`config.mk`:
```
export PLATFORM = sky130hd
export DESIGN_NAME = baseerat_demux
export DESIGN_NICKNAME = d
export VERILOG_FILES = /design/src/rtl/baseerat_pkg.sv /design/src/rtl/baseerat_demux_fifo2.sv /design/src/rtl/baseerat_demux.sv
export SDC_FILE = /design/constraint.sdc
export NUM_CORES = 1
export LEC_CHECK = 0
export CAP_MARGIN = 40
export CORE_MARGIN = 5
export CORE_UTILIZATION = 40
export DETAILED_ROUTE_END_ITERATION = 10
export MAX_ROUTING_LAYER = met4
export PLACE_DENSITY_LB_ADDON = 0.12
export SKIP_CTS_REPAIR_TIMING = 1
export SYNTH_ARGS = -nofsm -noshare
export SYNTH_HDL_FRONTEND = slang
export SYNTH_SLANG_ARGS = --single-unit
```
`constraint.sdc`:
```
create_clock -name clk -period 3.8 [get_ports clk]
set_input_delay 0.76 -clock clk [delete_from_list [all_inputs] [get_ports clk]]
set_output_delay 0.76 -clock clk [all_outputs]
set_load 0.02 [all_outputs]
```
`src/rtl/baseerat_pkg.sv`:
```
// Shared definitions for the baseerat demultiplexer: route encodings and
// the depth of each per-output buffer.
package baseerat_pkg;

  typedef enum logic {
    ROUTE0 = 1'b0,
    ROUTE1 = 1'b1
  } route_e;

  localparam int DEMUX_DEPTH = 2;

endpackage

```
`src/rtl/baseerat_demux_fifo2.sv`:
```
// Two-entry FIFO with a registered (non fall-through) empty flag. A write
// while full is accepted only when the same edge also pops.
module baseerat_demux_fifo2
  import baseerat_pkg::*;
#(
  parameter int DATA_WIDTH = 16
) (
  input  logic                  clk,
  input  logic                  resetn,
  input  logic                  wr_en,
  input  logic [DATA_WIDTH-1:0] wr_data,
  output logic                  full,
  input  logic                  rd_en,
  output logic [DATA_WIDTH-1:0] rd_data,
  output logic                  empty
);

  logic [DATA_WIDTH-1:0] mem [DEMUX_DEPTH];
  logic                  wr_ptr;
  logic                  rd_ptr;
  logic [1:0]            count;
  logic                  wr_fire;
  logic                  rd_fire;

  assign full    = (count == 2'(DEMUX_DEPTH));
  assign empty   = (count == 2'd0);
  assign rd_fire = rd_en & ~empty;
  assign wr_fire = wr_en & (~full | rd_fire);

  // NOTE: sequential state uses non-blocking assignments so every register
  // samples the pre-edge values, regardless of block evaluation order.
  always_ff @(posedge clk) begin
    if (resetn) begin
      wr_ptr <= 1'b0;
      rd_ptr <= 1'b0;
      count  <= 2'd0;
    end else begin
      if (wr_fire) wr_ptr <= ~wr_ptr;
      if (rd_fire) rd_ptr <= ~rd_ptr;
      count <= count + {1'b0, wr_fire} - {1'b0, rd_fire};
    end
  end

  // NOTE: the storage array is deliberately not reset; stale contents are
  // unobservable because the read port is masked to zero while empty.
  always_ff @(posedge clk) begin
    if (wr_fire) mem[wr_ptr] <= wr_data;
  end

  assign rd_data = empty ? '0 : mem[rd_ptr];

endmodule

```
`src/rtl/baseerat_demux.sv`:
```
// 1-to-2 demultiplexer with valid/ready handshakes: each input word is routed
// by sel into one of two 2-entry output buffers, optionally via a stage register.
module baseerat_demux
  import baseerat_pkg::*;
#(
  parameter int          DATA_WIDTH = 16,
  parameter int unsigned REG_OUT    = 0
) (
  input  logic                  clk,
  input  logic                  resetn,
  input  logic [DATA_WIDTH-1:0] din,
  input  logic                  sel,
  input  logic                  din_valid,
  output logic                  din_ready,
  output logic [DATA_WIDTH-1:0] dout0,
  output logic [DATA_WIDTH-1:0] dout1,
  output logic                  dout0_valid,
  output logic                  dout1_valid,
  input  logic                  dout0_ready,
  input  logic                  dout1_ready
);

  logic [1:0]            full;
  logic [1:0]            empty;
  logic [1:0]            pop;
  logic [1:0]            space;
  logic [1:0]            wr_en;
  logic                  wr_valid;
  route_e                wr_sel;
  logic [DATA_WIDTH-1:0] wr_data;

  assign dout0_valid = ~empty[0];
  assign dout1_valid = ~empty[1];
  assign pop         = {dout1_valid & dout1_ready, dout0_valid & dout0_ready};
  // A full buffer still has room this edge if its head is leaving.
  assign space       = ~full | pop;
  assign wr_en[0]    = wr_valid & (wr_sel == ROUTE0);
  assign wr_en[1]    = wr_valid & (wr_sel == ROUTE1);

  generate
    if (REG_OUT == 0) begin : g_direct
      assign din_ready = ~resetn & space[sel];
      assign wr_valid  = din_valid & din_ready;
      assign wr_sel    = route_e'(sel);
      assign wr_data   = din;
    end else begin : g_stage
      logic                  stage_valid;
      logic                  stage_sel;
      logic [DATA_WIDTH-1:0] stage_data;
      logic                  drain;
      logic                  load;

      assign drain     = stage_valid & space[stage_sel];
      assign din_ready = ~resetn & (~stage_valid | space[stage_sel]);
      assign load      = din_valid & din_ready;

      always_ff @(posedge clk) begin
        if (resetn) begin
          stage_valid <= 1'b0;
        end else if (load) begin
          stage_valid <= 1'b1;
        end else if (drain) begin
          stage_valid <= 1'b0;
        end
      end

      always_ff @(posedge clk) begin
        if (load) begin
          stage_data <= din;
          stage_sel  <= sel;
        end
      end

      assign wr_valid = drain;
      assign wr_sel   = route_e'(stage_sel);
      assign wr_data  = stage_data;
    end
  endgenerate

  baseerat_demux_fifo2 #(.DATA_WIDTH(DATA_WIDTH)) u_fifo0 (
    .clk     (clk),
    .resetn  (resetn),
    .wr_en   (wr_en[0]),
    .wr_data (wr_data),
    .full    (full[0]),
    .rd_en   (pop[0]),
    .rd_data (dout0),
    .empty   (empty[0])
  );

  baseerat_demux_fifo2 #(.DATA_WIDTH(DATA_WIDTH)) u_fifo1 (
    .clk     (clk),
    .resetn  (resetn),
    .wr_en   (wr_en[1]),
    .wr_data (wr_data),
    .full    (full[1]),
    .rd_en   (pop[1]),
    .rd_data (dout1),
    .empty   (empty[1])
  );

endmodule

```
* After elaboration in Yosys (flattened, before gate mapping)
Memories as Yosys holds them, arrays and structs flattened. A register that Yosys moved wholly into a read port is not among the register bits.
Index checks and enable logic that the tools add are counted.
** Storage, ports and cells
- Latch bits :: 0
- Output and inout port bits :: 35
- Register bits :: 8
- Bits of input ports :: 22
- RAM bits :: 64
- Logic and storage cells :: 53
- Memories kept :: 2
- Memory bits (read-only) :: 0
** Memory list
- u_fifo0.mem :: depth 2, bits a word 16, rd ports 1, clocked after memory_dff 1, wr ports 1, line baseerat_demux_fifo2.sv:18 : logic [DATA_WIDTH-1:0] mem [DEMUX_DEPTH];
- u_fifo1.mem :: depth 2, bits a word 16, rd ports 1, clocked after memory_dff 1, wr ports 1, line baseerat_demux_fifo2.sv:18
** Operators by class
- Add/subtract/negate cells :: 4
- Bitwise operators :: 24
- Equality and inequality tests :: 2
- Div/mod/pow operators :: 0
- Multiplexer cells :: 12
- Order comparisons :: 1
- Shift operators :: 0
- Reductions and logical operators :: 2
- Multipliers :: 0
** Operator list (count)
- $mux W16 :: 2
- $and A1 B1 Y1 :: 10
- $mux W1 :: 10
- $not A1 Y1 :: 10
- $add A2 B1 Y2 :: 2
- $eq A2 B2 Y1 const B :: 2
- $logic_not A2 Y1 :: 2
- $sub A2 B1 Y2 :: 2
- $lt A1 B2 Y1 const B :: 1
- $not A2 Y2 :: 1
- $or A1 B1 Y1 :: 2
- $or A2 B2 Y2 :: 1

* Logic depth before layout (Yosys ltp)
- Depth after elaboration :: 12
- Gate-level depth with buffers :: 8
- Mapped depth without buffers :: 8

* By module
Synthesis repeated with hierarchy kept, for this count alone.
** Second synthesis, totals
- Cell total of the unflattened synthesis :: 205
- Area, all modules :: 2990.4 µm²
** By module, submodules not included
- baseerat_demux_fifo2 :: instances 2, area an instance 1458.9 µm², cells each 97
- baseerat_demux :: instances 1, area an instance 72.6 µm², cells each 11

* Worst setup path before layout
No wires, ideal clock.
- Path type :: input to register
- Start :: in sel
- End :: mem u_fifo0.mem[0][0], enable pin
- Cell stages on the path :: 2
- Arrival time :: 2510 ps
- Path buffers :: 0
- Setup time :: 433 ps
- Path slack :: 857 ps
- Data required time :: 3367 ps
- Cells stage by stage :: nand2b_1 > nor4_1
** On the way
- Cells in the longest elaborated chain, start to end :: 8
** Ends and longest elaborated chain
- start: declaration :: line baseerat_demux.sv:12 : input logic sel,
- $mux W1 (not written as such) (2 in a row) :: line baseerat_demux.sv:42 : assign din_ready = ~resetn & space[sel];
- $and A1 B1 Y1 :: line baseerat_demux.sv:42
- $and A1 B1 Y1 :: line baseerat_demux.sv:43 : assign wr_valid = din_valid & din_ready;
- $and A1 B1 Y1 (*) :: line baseerat_demux.sv:37 : assign wr_en[0] = wr_valid & (wr_sel == ROUTE0);
- $and A1 B1 Y1 (*) :: line baseerat_demux_fifo2.sv:28 : assign wr_fire = wr_en & (~full | rd_fire);
- $mux W1 (*) :: line baseerat_demux_fifo2.sv:47 : if (wr_fire) mem[wr_ptr] <= wr_data;
- $mux W1 (not written as such) (*) :: line baseerat_demux_fifo2.sv:47
- end: declaration :: line baseerat_demux_fifo2.sv:18
Every way passes the cells marked *; elsewhere a longest branch is shown, timed or not. The select of a mux whose other input is x is not followed.

* Worst setup path in the final report
- Start :: in dout0_ready
- End :: out din_ready
** On the way
- Cells in the longest elaborated chain, start to end :: 5
** Ends and longest elaborated chain
- start: declaration :: line baseerat_demux.sv:19 : input logic dout0_ready,
- $and A1 B1 Y1 :: line baseerat_demux.sv:34 : assign pop = {dout1_valid & dout1_ready, dout0_valid & dout0_ready};
- $or A2 B2 Y2 :: line baseerat_demux.sv:36 : assign space = ~full | pop;
- $mux W1 (not written as such) (2 in a row) :: line baseerat_demux.sv:42
- $and A1 B1 Y1 :: line baseerat_demux.sv:42
- end: declaration :: line baseerat_demux.sv:14 : output logic din_ready,
Every way passes these cells. The select of a mux whose other input is x is not followed.

==> reports/qor.yml <==
outcome:
  status: "complete, no violations"
floorplan:
  core_um2: 7176
  rows: 31
  die_h_um: 95.28
  dieArea_um2: 9078
  ios: 57
  die_x_um: 95.28
  initial_core_util_pct: 40.54
hold_path:
  min-delay-start: "u_fifo1.rd_ptr"
  hold_path_depth: 2
  hp-class: "flip-flop to flip-flop"
worst_setup_path:
  cp.arrival_ns: 2.39
  crit_fanout: 4
  slowest_delay_ns: 0.54
  worstPathCellList: "clkdlybuf4s50_1 -> nor3b_1 -> or2_2 -> a21oi_1 -> clkdlybuf4s50_1"
  rr_endpoint: "u_fifo1.mem[1][0]"
  rr_worst_depth: 4
  cp-end-kind: "primary output"
  path_class: "primary input to primary output"
  cp-start-kind: "primary input"
  slowest_stage: "clkdlybuf4s50_1"
  r2r_slack_ns: 2.00
  crit_top_cell: "clkdlybuf4s50_1"
  critPathRequiredTime_ns: 3.04
  r2r-start: "u_fifo1.count[1]"
global_route:
  grt_max_degree: 18
  grt_pass1_wl_um: 8783
  antenna_found_initial: 0
  grt_pass1_vias: 1719
  global_route.usage.total_pct: 13.62
  grt_remaining_overflow: 0
cells_and_area:
  fin_cells: 371
  final_cell_mix: "64 x edfxtp_1, 56 x clkdlybuf4s50_1, 41 x nor2_1, 32 x mux2i_1"
  diodes: 0
  final_common_cell: "edfxtp_1"
  areaGrowthSynthToFinish_pct: 34.49
  drive_gt1_share_pct: 10.66
  nets: 293
yosys:
  synthCells: 197
  syn_area_um2: 2909
  yosys.cell_types.count: 23
  synth_nets: 223
  synth_seq_cells: 74
  avgSynthCellArea_um2: 14.77
  yosysWarnings: 0
  yosysSeqAreaShare_pct: 72.95
detailed_routing:
  wire_per_inst_um: 14.57
  drt_iter0_drc: 87
  routed_wl_um: 5407
  drt_pre_antenna_iters: 4
  vias: 1674
  postRouteAntennaNets: 0
  vias_per_cell: 4.512
  drcViolationCount: 0
power_and_ir_drop:
  cellPowerDensity_nw_per_um2: 702.5
  power.leakage_nw: 1.371
  ir_worst_vdd_mv: 0.2959
placement:
  dpl.hpwl_um: 3674
  dp_cells: 355
  gp_congestion: 0.7540
  port_buffers: 56
  place_ws_ns: 0.6644
clock_network:
  root_buffer: "clkbuf_8"
  tritoncts: "built"
  clockBufferDepth: 2
  clk_pin_slew_ns: 0.07
  clkSinkCount: 74
  htree_levels: 3
  worst_skew_pair.late_latency_ns: 0.34
  cts_made_buffers: 9
timing:
  worst_pin_slew_ns: 0.6771
  fin_setup_tns_ns: 0
  min_period_ns: 3.147
  fmax_mhz: 317.8
  maxSlewViolCount: 0
  max_slew_margin_pct: 54.80
  period_share_pct: 82.81
  finClkSkew_ns: 0.006364
  finalHoldViolCount: 0
  rsz0062_at_grt: "false"
  finalSetupViolations: 0
  fin_ws_ns: 0.6534
run:
  drv_cap: 0
==> worst max path at each step <==
stage | to | startpoint | slack (ns)
3_5_place_dp | din_ready | dout0_ready | 0.66
4_1_cts | din_ready | dout0_ready | 0.66
2_1_floorplan | u_fifo0.mem[0][0] | sel | 0.86
6_report | din_ready | dout0_ready | 0.65
3_3_place_gp | din_ready | dout0_ready | 0.66
5_1_grt | din_ready | dout0_ready | 0.53
==> Yosys cell counts <==
cell type	instances	area, um^2
ha_1	4	50.05
clkbuf_1	3	11.26
o21ai_0	3	15.01
xor2_1	4	35.03
nor3b_1	2	15.01
inv_1	9	33.78
edfxtp_1	64	1922
nand3_1	1	5.000
and3_4	1	11.26
or3b_1	1	8.760
nor2_1	41	153.9
buf_2	4	20.02
nor4_1	1	6.260
dfxtp_1	10	200.2
nand2b_1	2	12.51
and2_1	4	25.02
a22o_1	1	8.760
nor3_1	3	15.01
nor2b_1	4	25.02
nand2_1	1	3.750
mux2i_1	32	320.3
a21oi_1	1	5.000
or2_2	1	6.260
==> layout make-up <==
| cell class | instances | area (um^2) |
|---|---|---|
| clock buffer | 9 | 123.9 |
| clock inverter | 7 | 140.1 |
| fill | 596 | 3263 |
| inverter | 9 | 33.78 |
| multi-input combinational | 107 | 733.2 |
| sequential | 74 | 2122 |
| tap | 99 | 123.9 |
| timing repair buffer | 66 | 635.6 |
==> critical path, delay by kind of cell <==
kind            cells  cell delay, ns
buf+inv             2            0.95
simple gates        2            0.62
compound gates      1            0.06
==> power by group <==
| part | internal, mW | total, mW | switching (mW) |
|---|---|---|---|
| Combinational | 0.452 | 0.970 | 0.518 |
| Sequential | 0.941 | 0.991 | 0.0495 |
| Clock | 0.502 | 0.788 | 0.286 |
| Total | 1.90 | 2.75 | 0.853 |
==> registers in the layout (all words and copies together), names as in the netlist, named ones only <==
signal          cells
u_fifo1.count       2
u_fifo0.rd_ptr      1
u_fifo0.count       2
u_fifo0.wr_ptr      1
u_fifo1.mem        32
u_fifo1.wr_ptr      1
u_fifo1.rd_ptr      1
u_fifo0.mem        32
==> cell families after synthesis <==
logic type | after synthesis | share of synthesized area [%]
and+or+nand+nor | 62 | 9.892
DFF | 74 | 72.95
xor gates and xnor gates | 4 | 1.204
AOI/OAI and AO/OA | 5 | 0.9890
adders and majority gates | 4 | 1.720
buffers and inverters | 16 | 2.236
muxes | 32 | 11.01
==> routing by layer <==
layer | share of wire (%) | track usage [%] | wire length [um]
met5 | 0 | - | 0
met4 | 3.1 | 7.933 | 167
met1 | 47 | 17.72 | 2544
met3 | 3.7 | 2.841 | 200
met2 | 46 | 19.71 | 2494
==> stage by stage <==
stage	cell area [um^2]	hold slack [ns]	utilization [%]	power (mW)
global placement	3649	0.4846	50.85	1.988
detailed placement	3649	0.4913	50.85	2.000
global route	3913	0.5432	54.52	2.897
CTS	3913	0.5088	54.52	2.791
finish	3913	0.5054	54.52	2.749
floorplan	2909	0.4725	-	1.548
(Power assumes the default switching activity.)
